## src/rtl/toggle_decoder.sv

```systemverilog
// toggle_decoder: turns level flips on an asynchronous toggle line back into
// discrete events. Synchronise -> debounce -> saturating pending counter ->
// valid/ready hand-off to the consumer.
module toggle_decoder #(
  parameter int DEBOUNCE_CYCLES = 4,   // extra mismatch samples after the first (1..255)
  parameter int CNT_WIDTH       = 4    // pending counter width
) (
  input  logic                 clk,
  input  logic                 rst_n,
  input  logic                 tog_in,
  input  logic                 evt_ready,
  output logic                 evt_valid,
  output logic [CNT_WIDTH-1:0] evt_pending,
  output logic                 level,
  output logic                 overflow
);

  localparam logic [0:0] STABLE = 1'b0;
  localparam logic [0:0] FILTER = 1'b1;

  localparam logic [7:0]           DEB_LAST = 8'(DEBOUNCE_CYCLES);
  localparam logic [CNT_WIDTH-1:0] PEND_MAX = '1;

  logic                 sync1_q, sync2_q;
  logic                 level_q, level_d;
  logic [0:0]           state_q, state_d;
  logic [7:0]           cnt_q, cnt_d;
  logic [CNT_WIDTH-1:0] pend_q, pend_d;
  logic                 ovf_q, ovf_d;
  logic                 accept, take, tog_s;

  assign tog_s = sync2_q;

  // Two-flop synchroniser; tog_in is used nowhere else.
  always_ff @(posedge clk or negedge rst_n) begin
    if (!rst_n) begin
      sync1_q <= 1'b0;
      sync2_q <= 1'b0;
    end else begin
      sync1_q <= tog_in;
      sync2_q <= sync1_q;
    end
  end

  // Debounce FSM: a level change is accepted only after DEBOUNCE_CYCLES+1
  // consecutive mismatching samples; any return to the old level aborts it.
  always_comb begin
    state_d = state_q;
    cnt_d   = cnt_q;
    level_d = level_q;
    accept  = 1'b0;
    case (state_q)
      STABLE: begin
        if (tog_s != level_q) begin
          state_d = FILTER;
          cnt_d   = 8'd1;
        end
      end
      default: begin
        if (tog_s == level_q) begin
          state_d = STABLE;
        end else if (cnt_q == DEB_LAST) begin
          level_d = ~level_q;
          accept  = 1'b1;
          state_d = STABLE;
        end else begin
          cnt_d = cnt_q + 8'd1;
        end
      end
    endcase
  end

  // Pending counter: saturates at max (flagging a lost event), never underflows.
  // Simultaneous accept and take cancel out, even at max.
  always_comb begin
    take   = evt_valid & evt_ready;
    pend_d = pend_q;
    ovf_d  = ovf_q;
    if (accept && !take) begin
      if (pend_q == PEND_MAX) ovf_d  = 1'b1;
      else                    pend_d = pend_q + 1'b1;
    end else if (!accept && take) begin
      pend_d = pend_q - 1'b1;
    end
  end

  // State registers for the filter and the event queue.
  always_ff @(posedge clk or negedge rst_n) begin
    if (!rst_n) begin
      state_q <= STABLE;
      cnt_q   <= 8'd0;
      level_q <= 1'b0;
      pend_q  <= '0;
      ovf_q   <= 1'b0;
    end else begin
      state_q <= state_d;
      cnt_q   <= cnt_d;
      level_q <= level_d;
      pend_q  <= pend_d;
      ovf_q   <= ovf_d;
    end
  end

  assign evt_valid   = (pend_q != '0);
  assign evt_pending = pend_q;
  assign level       = level_q;
  assign overflow    = ovf_q;

endmodule

```

## config.mk

```make
export PLATFORM = sky130hd
export DESIGN_NAME = toggle_decoder
export DESIGN_NICKNAME = d
export VERILOG_FILES = /design/src/rtl/toggle_decoder.sv
export SDC_FILE = /design/constraint.sdc
export NUM_CORES = 1
export LEC_CHECK = 0
export BUFFER_PORTS_ARGS = -buffer_cell sky130_fd_sc_hd__buf_2
export CAP_MARGIN = 5
export CORE_MARGIN = 1
export CORE_UTILIZATION = 50
export DETAILED_ROUTE_END_ITERATION = 8
export GPL_TIMING_DRIVEN = 0
export PLACE_DENSITY = 0.7
export SYNTH_ARGS = -nofsm -noshare
export SYNTH_HDL_FRONTEND = slang
export SYNTH_SLANG_ARGS = --single-unit
```

## constraint.sdc

```tcl
create_clock -name clk -period 5.7 [get_ports clk]
set_input_delay 0.57 -clock clk [delete_from_list [all_inputs] [get_ports clk]]
set_output_delay 0.57 -clock clk [all_outputs]
set_load 0.03 [all_outputs]
```

# Word level (Yosys, flattened, before mapping)
# Index checks and enable logic that the tools add are counted.
[totals]
reg_bits = 17
input_bits = 4
out_inout_bits = 7
wordCells = 45
[op_classes]
addsub = 3
eq_ne = 7
mux = 14
bitwise = 3
n_reduce_logical = 11
[op_table]
columns = ["op", "n"]
rows = [
  ["$mux W8", 4],
  ["$mux W4", 3],
  ["$add A8 B1 Y8 const B", 1],
  ["$eq A8 B3 Y1 const B", 1],
  ["$mux W1", 7],
  ["$ne A2 B2 Y1 const B", 3],
  ["$reduce_and A3 Y1", 2],
  ["$add A4 B1 Y4 const B", 1],
  ["$eq A4 B4 Y1 const B", 1],
  ["$reduce_and A2 Y1", 2],
  ["$reduce_bool A2 Y1", 2],
  ["$reduce_bool A4 Y1", 1],
  ["$sub A4 B1 Y4 const B", 1],
  ["$logic_and A1 B1 Y1", 2],
  ["$logic_not A1 Y1", 2],
  ["$not A1 Y1", 2],
  ["$and A1 B1 Y1", 1],
  ["$eq A1 B1 Y1", 1],
  ["$ne A1 B1 Y1", 1],
]

# Depth between registers and ports, before layout
# Gate-level depths: netlist of the first run.
[depth]
ltp_word = 8
ltp_mapped = 10

# Least setup slack after synthesis of the first run
# OpenSTA, ideal clock, no wires.
[synth_path]
path_type = "reg-to-reg"
start = "register cnt_q[0]"
end = "register pend_q[3], in the netlist evt_pending[3]"
arrival_ns = 2.564
t_required_ns = 5.627
slack_ns = 3.064
stages_incl_launch_ff = 11
path_buffers = 0
path_cell_list = "dfrtp_1 > inv_1 > ha_1 > nand4bb_4 > nor4_4 > nand2_1 > ha_1 > a21o_1 > a21o_1 > or4_2 > nand4_1"
[synth_between]
elab_chain_len = 8
elab_cells_between_ends = 11
classes_between = "2 x eq/ne; 4 x mux; 5 x reduce/logical"
[synth_rtl]
columns = ["item", "line", "source"]
rows = [
  ["start: declaration", "27", "logic [7:0] cnt_q, cnt_d;"],
  ["start signal: assignment", "97", "cnt_q <= cnt_d;"],
  ["$eq A8 B3 Y1 *", "62", "end else if (cnt_q == DEB_LAST) begin"],
  ["$mux W1 *", "62", ""],
  ["$mux W1 *", "60", "if (tog_s == level_q) begin"],
  ["$mux W1 *", "52", "case (state_q)"],
  ["$logic_not A1 Y1", "82", "end else if (!accept && take) begin"],
  ["$logic_and A1 B1 Y1", "82", ""],
  ["$reduce_bool A2 Y1 (no line)", "n/a", ""],
  ["$reduce_and A2 Y1 (no line)", "n/a", ""],
  ["end signal: assignment", "99", "pend_q <= pend_d;"],
  ["end: declaration", "28", "logic [CNT_WIDTH-1:0] pend_q, pend_d;"],
]
# Mark *: on every way between the ends. The rest lies on a longest branch, timed or not.
# A chain may end at the register's enable or synchronous reset.

# Worst setup path in the final report of the first run
# Same ends and word-level chain as after synthesis.

==> results of run 1 <==
==> power breakdown <==
part	total, µW	switching (µW)	leakage (µW)	internal (µW)
logic	267	162	0.000243	105
clock network	64.8	37.5	0.0000150	27.3
registers	209	54.2	0.000215	155
==> worst register-to-register path, cell delays in order (launching register included) <==
cell	delay (ps)
dfrtp_1	450
inv_1	110
ha_1	220
nand4bb_4	140
nor4_4	360
nand2_1	200
ha_1	320
a21o_1	190
a21o_1	190
or4_2	530
nand4_1	100
==> through the flow <==
stage	power (µW)	utilization
after floorplan	411	-
after global placement	472	0.607
after detailed placement	480	0.607
after CTS	544	0.622
after global routing	586	0.622
final	541	0.622
==> cells by family after synthesis <==
| group | share of synthesized area |
|---|---|
| muxes | 0.0643 |
| and+or+nand+nor | 0.205 |
| adders and majority gates | 0.0692 |
| xor gates and xnor gates | 0.0346 |
| AOI/OAI and AO/OA | 0.182 |
| DFF | 0.420 |
| buffers and inverters | 0.0247 |
==> layer usage <==
metal	track usage	wire [µm]
met5	0	0
met4	0.103	42
met3	0.0462	43
met2	0.281	718
met1	0.293	992
==> cell usage in the layout (no fill, tap or decap), drive strengths merged, types with 2 or more instances in the layout <==
cell type  count
dfrtp         17
buf           12
nand2         10
o21ai          8
a21oi          6
clkbuf         5
nand4          4
nand3          4
ha             4
mux2           4
inv            3
a21o           3
xor2           3
nor2           2
mux2i          2
o41ai          2
or4            2
==> how the worst max path moves through the flow <==
stage,startpoint,end
global route,cnt_q[0],evt_pending[3]
detailed placement,cnt_q[0],evt_pending[3]
finish,cnt_q[0],evt_pending[3]
global placement,cnt_q[0],evt_pending[3]
CTS,cnt_q[0],evt_pending[3]
floorplan,cnt_q[0],evt_pending[3]
==> state kept, by name, summed over array words and instances (netlist names) <==
register	flops
cnt_q	8
evt_pending	4
level	1
overflow	1
state_q	1
sync1_q	1
sync2_q	1
==> cell type report <==
| type | count | area (µm²) | area share |
|---|---|---|---|
| timing repair buffer | 10 | 50.0 | 0.0447 |
| sequential | 17 | 425 | 0.380 |
| tap | 25 | 31.3 | 0.0279 |
| multi-input combinational | 71 | 562 | 0.502 |
| clock buffer | 4 | 26.3 | 0.0235 |
| inverter | 3 | 11.3 | 0.0101 |
| buffer | 3 | 13.8 | 0.0123 |
==> impl_results.md, run 1 <==
* RSZ-0062 raised after global routing: false
* Fin crit share at 0.505
* Pin count of the biggest net entering global routing at 18
* Cell Area, Synth at 1010 µm²
* Worst R2R Setup Slack at 2820 ps
* Total placed cells including tap cells at 129
* Max FO, Critical Path at 6
* Post-synthesis cell count at 94
* Area grow syn2layout at 10.6%
* Critical-path cell list: inv_1 > ha_1 > nand4bb_4 > nor4_4 > nand2_1 > ha_1 > a21o_1 > a21o_1 > or4_2 > nand4_1
* Synth area leaders: dfrtp_1 (42%), ha_1 (4.9%), o21ai_0 (4.0%)
* Synth warn at 0
* Share of the synthesized area in the top cell type at 0.420
* Crit path launch type: flip-flop
* First-pass GRT wire length at 3.00 mm
* Final wirelength at 1.80 mm
* Floorplan row count at 15
* Largest buffer count on any clock path at 2
* Async S/R FF share, synth at 1.00
* Data required time of the critical path at 5930 ps
* DRT Pass-1 Iters at 4
* Clock Latency Late Sink at 290 ps
* Power Density at 483 nW/µm²
* Largest area contributor in the netlist: dfrtp_1
* Post-synth top cells: dfrtp_1 (17), nand2_1 (10), o21ai_0 (8), a21oi_1 (6)
* DRT iter0 DRCs at 10
* Final Cell Area at 1120 µm²
* Final Max Tran Viols at 0
* Slew headroom at 0.700
* Hold buffers post-CTS at 0
* Initial antenna violation count at 0
* Die Footprint at 2210 µm²
* Die Width at 47.0 µm
* Max-cap violations at 0
* Top_reg_cell synth: dfrtp_1
* Hold WC Path Type: in -> async
* H-tree level count at 1
* Syn_area_per_cell at 10.8 µm²
* Post-synth cell types at 37
* Fillers at 154
* Starting Density at 0.562
* IO Port Bufs at 10
* R2r endpoint: evt_pending[3]
* Fin crit period at 2880 ps
* Worst R2R Start: cnt_q[0]
* Number of stages on the worst setup path at 10
* R2R cell count at 10
* Net Count, Synth at 103
* Final HPWL DP at 1.35 mm
* Final WS setup at 2820 ps
* Critical-path top delay cell: or4_2
* I/O pins at 11
* FMAX at 348 MHz
* Hold Slack at 178 ps
* Post-route ant nets at 0
* Element type at the critical path end: flip-flop
* Sequential fraction of the synthesis area at 0.420
* Die Y at 47.0 µm
* Congestion Overflow GR at 0
* Core Region at 1800 µm²
* Clock Skew at 1.96 ps
* Kind of critical path: reg -> reg
* Total track usage at 0.202
* Placement Cell Area at 1090 µm²
* Vias in the first global route at 663
* CTS Buf Count at 3
* Status: finished clean
* Worst-margin pin slew at 443 ps
* Vias at 770
* CTS tree: done
* Final #Nets at 118
* Gpl congestion at 0.793
* Post_cts resized at 0
* CP top delay family: simple AND/OR/NAND/NOR gates
* Yosys reg bits at 17
* DRC at 0
* Non-Filler Instances at 133
* Max VDD drop at 0.330 mV
* Layout cell share with drive strength beyond 1 at 0.213
* Final Hold Viols at 0
* Final setup viols at 0
* Pre-CTS setup slack at 2850 ps
* Most common cell in the netlist: dfrtp_1
* WL/cell at 13.5 µm
* CP arrival at 3110 ps
* # diodes at 0
* Worst Path Buf+Inv at 1
* LEAKAGE at 0.000473 µW
* CTS Sinks at 17
* Setup TNS at 0 ps
* # Post-CTS Setup Buffers at 0
* CP peak stage delay at 530 ps
* Root Driver: clkbuf_4
* CTS clk-pin slew, worst paths at 90 ps
* Number of synthesized flops with an enable pin at 0
* Routed vias/inst at 5.79
No activity file was read; power rests on OpenSTA's default activity.
==> run 2, diff against run 1 <==
==> constraint.sdc (replaced) <==
create_clock -name clk -period 2.9 [get_ports clk]
set_input_delay 0.29 -clock clk [delete_from_list [all_inputs] [get_ports clk]]
set_output_delay 0.29 -clock clk [all_outputs]
set_load 0.03 [all_outputs]
==> impl_results.md, run 2 (synthesis gave the netlist of run 1 again) <==
* Crit path launch type: flip-flop (unchanged)
* Slew headroom at 0.701 (was 0.700)
* Fillers at 152 (was 154)
* H-tree level count at 1 (unchanged)
* Initial antenna violation count at 0 (unchanged)
* Power Density at 940 nW/µm² (was 483 nW/µm²)
* Pin count of the biggest net entering global routing at 18 (unchanged)
* Max-cap violations at 0 (unchanged)
* Die Y at 47.0 µm (unchanged)
* Max VDD drop at 0.649 mV (was 0.330 mV)
* Clock Latency Late Sink at 290 ps (about the same)
* # diodes at 0 (unchanged)
* First-pass GRT wire length at 3.00 mm (unchanged)
* Final setup viols at 0 (unchanged)
* Fin crit share at 0.955 (was 0.505)
* Final wirelength at 1.79 mm (was 1.80 mm)
* LEAKAGE at 0.000478 µW (was 0.000473 µW)
* Max FO, Critical Path at 6 (unchanged)
* Final Hold Viols at 0 (unchanged)
* Max reg flops at 8 (unchanged)
* Layout cell share with drive strength beyond 1 at 0.220 (was 0.213)
* Die Width at 47.0 µm (unchanged)
* CTS clk-pin slew, worst paths at 90 ps (about the same)
* Commonest non-fill, non-tap cell in the layout: dfrtp_1 (unchanged)
* Floorplan row count at 15 (unchanged)
* CTS Buf Count at 3 (unchanged)
* Setup TNS at 0 ps (unchanged)
* Clock Skew at 1.99 ps (was 1.96 ps)
* Largest buffer count on any clock path at 2 (unchanged)
* Element type at the critical path end: flip-flop (unchanged)
* Area grow syn2layout at 11.9% (was 10.6%)
* Fin crit period at 2770 ps (was 2880 ps)
* Congestion Overflow GR at 0 (unchanged)
* Data required time of the critical path at 3130 ps (was 5930 ps)
* Core Region at 1800 µm² (unchanged)
* Vias in the first global route at 663 (unchanged)
* DRC at 0 (unchanged)
* Final Max Tran Viols at 0 (unchanged)
* Die Footprint at 2210 µm² (unchanged)
* Gpl congestion at 0.793 (unchanged)
* Total track usage at 0.202 (unchanged)
* Hold WC Path Type: in -> reg (was in -> async)
* Non-Filler Instances at 134 (was 133)
* Kind of critical path: reg -> reg (unchanged)
* WL/cell at 13.4 µm (was 13.5 µm)
* Root Driver: clkbuf_4 (unchanged)
* Worst-margin pin slew at 442 ps (was 443 ps)
* CTS tree: done (unchanged)
* Status: finished clean (unchanged)
* Commonest non-fill, non-tap cells in the layout: dfrtp_1 (17), buf_2 (12), nand2_1 (9) (was dfrtp_1 (17), buf_2 (12), nand2_1 (10))
* Power Total at 1060 µW (was 541 µW)
* DRT iter0 DRCs at 11 (was 10)
* RSZ-0062 raised after global routing: false (unchanged)
* Worst R2R Start: cnt_q[4] (was cnt_q[0])
* Largest Register: cnt_q (unchanged)
* Post-route ant nets at 0 (unchanged)
* Starting Density at 0.562 (unchanged)
* Total placed cells including tap cells at 129 (unchanged)
* I/O pins at 11 (unchanged)
* CTS Sinks at 17 (unchanged)
* Hold Crit Start: tog_in
* IO Port Bufs at 10 (unchanged)
* Vias at 769 (was 770)
* CP arrival at 3000 ps (was 3110 ps)
* Routed vias/inst at 5.74 (was 5.79)
* DRT Pass-1 Iters at 4 (unchanged)
* Final #Nets at 119 (was 118)
* # Post-CTS Setup Buffers at 0 (unchanged)
* FMAX at 361 MHz (was 348 MHz)
* Worst setup path start: cnt_q[4] (was cnt_q[0])
* Final HPWL DP at 1.35 mm (unchanged)
==> run 2: cell types whose count changed in the layout (fill, tap and decap cells not counted) <==
cell and change:
dlygate4sd3_1 +1, nand2_1 -1, nand2_2 +1
==> run 2: power by group <==
| group | internal [µW] | total [µW] | switching (µW) |
|---|---|---|---|
| logic | 208 | 526 | 318 |
| clock network | 53.6 | 127 | 73.7 |
| registers | 304 | 411 | 107 |
| total | 566 | 1060 | 499 |
==> run 2: metal layers <==
layer	global-route usage	wire length, µm	up-vias
li1	-	-	387
met1	0.293	988	367
met2	0.281	715	10
met3	0.0462	46	5
met4	0.103	42	0
met5	0	0	-
==> run 2: per-stage QoR <==
stage	cell area, µm²	hold WS [ps]	utilization	worst slack, ps
final	1130	97.0	0.628	132
after global routing	1130	79.6	0.628	15.6
after CTS	1130	92.0	0.627	24.4
after detailed placement	1090	228	0.607	50.1
after global placement	1090	231	0.607	102
after floorplan	1010	-5.59	-	264
==> run 2: final timing paths <==
| kind | to | slack [ps] | depth (start not counted) |
|---|---|---|---|
| max | evt_pending[3] | 130 | 8 |
| min | sync1_q | 100 | 1 |
| min in group asynchronous | evt_pending[3] | 430 | 2 |
| max reg2reg | evt_pending[3] | 130 | 8 |
| max in group asynchronous | sync1_q | 2200 | 2 |
| min reg2reg | sync2_q | 360 | 0 |
==> run 2: layout make-up <==
| class | instances | area (µm²) | area share |
|---|---|---|---|
| Inverter | 3 | 11.3 | 0.00994 |
| Multi-Input combinational cell | 71 | 564 | 0.498 |
| Sequential cell | 17 | 425 | 0.376 |
| Timing Repair Buffer | 11 | 60.1 | 0.0530 |
| Clock buffer | 4 | 26.3 | 0.0232 |
| Buffer | 3 | 13.8 | 0.0122 |
| Tap cell | 25 | 31.3 | 0.0276 |
==> run 2: timing repair <==
action | 4_1_cts | 5_1_grt
hold buffers | 1 | 0
gates resized for setup | 0 | 1
hold endpoints to repair | 17 | 0
endpoints found under the setup margin | 0 | 1
==> run 2: critical path: stages, from the launching register on <==
cell and delay (ps):
dfrtp_1 450, or3_4 430, nor4_4 360, nand2_2 150
ha_1 300, a21o_1 190, a21o_1 190, or4_2 530
nand4_1 100
==> run 3, diff against run 2 <==
--- a/config.mk
+++ b/config.mk
@@ -9,6 +9,7 @@
 export CAP_MARGIN = 5
 export CORE_MARGIN = 1
 export CORE_UTILIZATION = 50
+export CTS_BUF_LIST = sky130_fd_sc_hd__clkbuf_4
 export DETAILED_ROUTE_END_ITERATION = 8
 export GPL_TIMING_DRIVEN = 0
 export PLACE_DENSITY = 0.7
==> impl_results.md, run 3 (synthesis gave the netlist of run 1 again) <==
* CTS Buf Count at 3 (unchanged)
* Fin crit period at 2770 ps (about the same)
* Layout cell share with drive strength beyond 1 at 0.229 (was 0.220)
* Power share of the clock group at 0.126 (was 0.120)
* Final Max Tran Viols at 0 (unchanged)
* Floorplan row count at 15 (unchanged)
* Data required time of the critical path at 3130 ps (about the same)
* Final WS setup at 133 ps (was 132 ps)
* Clock Latency Late Sink at 290 ps (about the same)
* Comb power frac at 0.491 (was 0.494)
* Internal power at 575 µW (was 566 µW)
* Core Util, Final at 0.631 (was 0.628)
* Area grow syn2layout at 12.2% (was 11.9%)
* R2r endpoint: evt_pending[3] (unchanged)
* Pin count of the biggest net entering global routing at 18 (unchanged)
* Kind of critical path: reg -> reg (unchanged)
* Setup TNS at 0 ps (unchanged)
* DRT iter0 DRCs at 8 (was 11)
* CP arrival at 3000 ps (about the same)
* Placement Cell Area at 1090 µm² (unchanged)
* Largest Register: cnt_q (unchanged)
* Core Region at 1800 µm² (unchanged)
* Commonest non-fill, non-tap cell in the layout: dfrtp_1 (unchanged)
* Final Hold Viols at 0 (unchanged)
* Starting Density at 0.562 (unchanged)
* Non-Filler Instances at 134 (unchanged)
* Crit path launch type: flip-flop (unchanged)
* Fillers at 151 (was 152)
* Gpl congestion at 0.793 (unchanged)
* Worst R2R Setup Slack at 130 ps (about the same)
* H-tree level count at 1 (unchanged)
* CTS tree: done (unchanged)
* Die Footprint at 2210 µm² (unchanged)
* Final Cell Area at 1140 µm² (was 1130 µm²)
* Final wirelength at 1.80 mm (was 1.79 mm)
* CTS Sinks at 17 (unchanged)
* WL/cell at 13.4 µm (about the same)
* Sequential share of power at 0.382 (was 0.386)
* Fin crit share at 0.954 (was 0.955)
* Min-Delay Endpoint: sync1_q (unchanged)
* Hold Path Depth at 1 (unchanged)
* # diodes at 0 (unchanged)
* Worst R2R Start: cnt_q[4] (unchanged)
* Root Driver: clkbuf_4 (unchanged)
* Element type at the critical path end: flip-flop (unchanged)
* I/O pins at 11 (unchanged)
* Top sig layer: met4 (unchanged)
* Die Y at 47.0 µm (unchanged)
* Die Width at 47.0 µm (unchanged)
* Largest buffer count on any clock path at 2 (unchanged)
* Final HPWL DP at 1.35 mm (unchanged)
* Hold WC Path Type: in -> reg (unchanged)
* First-pass GRT wire length at 2.99 mm (was 3.00 mm)
* CTS clk-pin slew, worst paths at 90 ps (about the same)
* Max FO, Critical Path at 6 (unchanged)
* R2R cell count at 8 (unchanged)
* Met1 WL at 988 µm (unchanged)
* Total track usage at 0.201 (was 0.202)
* DRC at 0 (unchanged)
* Net Switching at 497 µW (was 499 µW)
* Routed vias/inst at 5.77 (was 5.74)
* DRT Pass-1 Iters at 4 (unchanged)
* Met3 WL at 53 µm (was 46 µm)
* Worst-margin pin slew at 442 ps (about the same)
* Final #Nets at 119 (unchanged)
* Max VDD drop at 0.649 mV (about the same)
* Hold Crit Start: tog_in (unchanged)
* Max reg flops at 8 (unchanged)
* RSZ-0062 raised after global routing: false (unchanged)
* Max-cap violations at 0 (unchanged)
* Vias at 773 (was 769)
* Final setup viols at 0 (unchanged)
* Status: finished clean (unchanged)
* Clock Skew at 1.03 ps (was 1.99 ps)
* Power Density at 944 nW/µm² (was 940 nW/µm²)
* Post-route ant nets at 0 (unchanged)
* Initial antenna violation count at 0 (unchanged)
* IO Port Bufs at 10 (unchanged)
* Sw Ratio at 0.464 (was 0.469)
* Met2 Wirelength at 712 µm (was 715 µm)
* Congestion Overflow GR at 0 (unchanged)
* Total placed cells including tap cells at 129 (unchanged)
* FMAX at 361 MHz (about the same)
* LEAKAGE at 0.000481 µW (was 0.000478 µW)
* Pre-CTS setup slack at 50.1 ps (unchanged)
* Vias in the first global route at 664 (was 663)
* Slew headroom at 0.701 (about the same)
* Commonest non-fill, non-tap cells in the layout: dfrtp_1 (17), buf_2 (12), nand2_1 (9) (unchanged)
-- run 3: cell count changes in the layout (fill, tap and decap cells not counted) --
cell / before / now
clkbuf_1: 2 / 1
clkbuf_4: 3 / 4
-- run 3: worst max-delay path by stage --
stage	depth (start not counted)	from	end
final	8	cnt_q[4]	evt_pending[3]
after global routing	8	cnt_q[4]	evt_pending[3]
after CTS	10	cnt_q[0]	evt_pending[3]
after detailed placement	10	cnt_q[0]	evt_pending[3]
after global placement	10	cnt_q[0]	evt_pending[3]
after floorplan	10	cnt_q[0]	evt_pending[3]
-- run 3: final cells by class --
cell class,instances,area [µm²],share of cell area
Timing Repair Buffer,11,60.1,0.0529
Multi-Input combinational cell,71,564,0.497
Buffer,3,13.8,0.0121
Sequential cell,17,425,0.374
Tap cell,25,31.3,0.0275
Inverter,3,11.3,0.00991
Clock buffer,4,30.0,0.0264
-- run 3: per-stage QoR --
step / power [µW] / hold slack (ps)
2_1_floorplan: 808 / -5.59
3_3_place_gp: 928 / 231
3_5_place_dp: 943 / 228
4_1_cts: 1080 / 92.0
5_1_grt: 1160 / 79.6
6_report: 1070 / 97.6
-- run 3: what timing repair did --
action                                  CTS  global route
buffers inserted                          0             0
hold buffers                              1             0
endpoints found under the hold margin    17             0
endpoints found under the setup margin    0             1
gates resized for setup                   0             1
-- run 3: critical path: stages (launching register included) --
cell and delay (ps):
dfrtp_1 450, or3_4 430, nor4_4 360, nand2_2 150, ha_1 300, a21o_1 190, a21o_1 190, or4_2 530
nand4_1 100
-- run 3: power by group through the flow --
stage / Clock (µW) / Sequential (µW) / Combinational [µW]
floorplan: 0 / 468 / 340
global placement: 0 / 411 / 517
detailed placement: 0 / 415 / 528
CTS: 139 / 410 / 530
global route: 151 / 426 / 586
finish: 135 / 410 / 527
-- run 3: layer usage --
| metal | up-vias | global-route usage |
|---|---|---|
| met3 | 5 | 0.0462 |
| met5 | - | 0 |
| met4 | 0 | 0.103 |
| met1 | 370 | 0.291 |
| li1 | 388 | - |
| met2 | 10 | 0.281 |
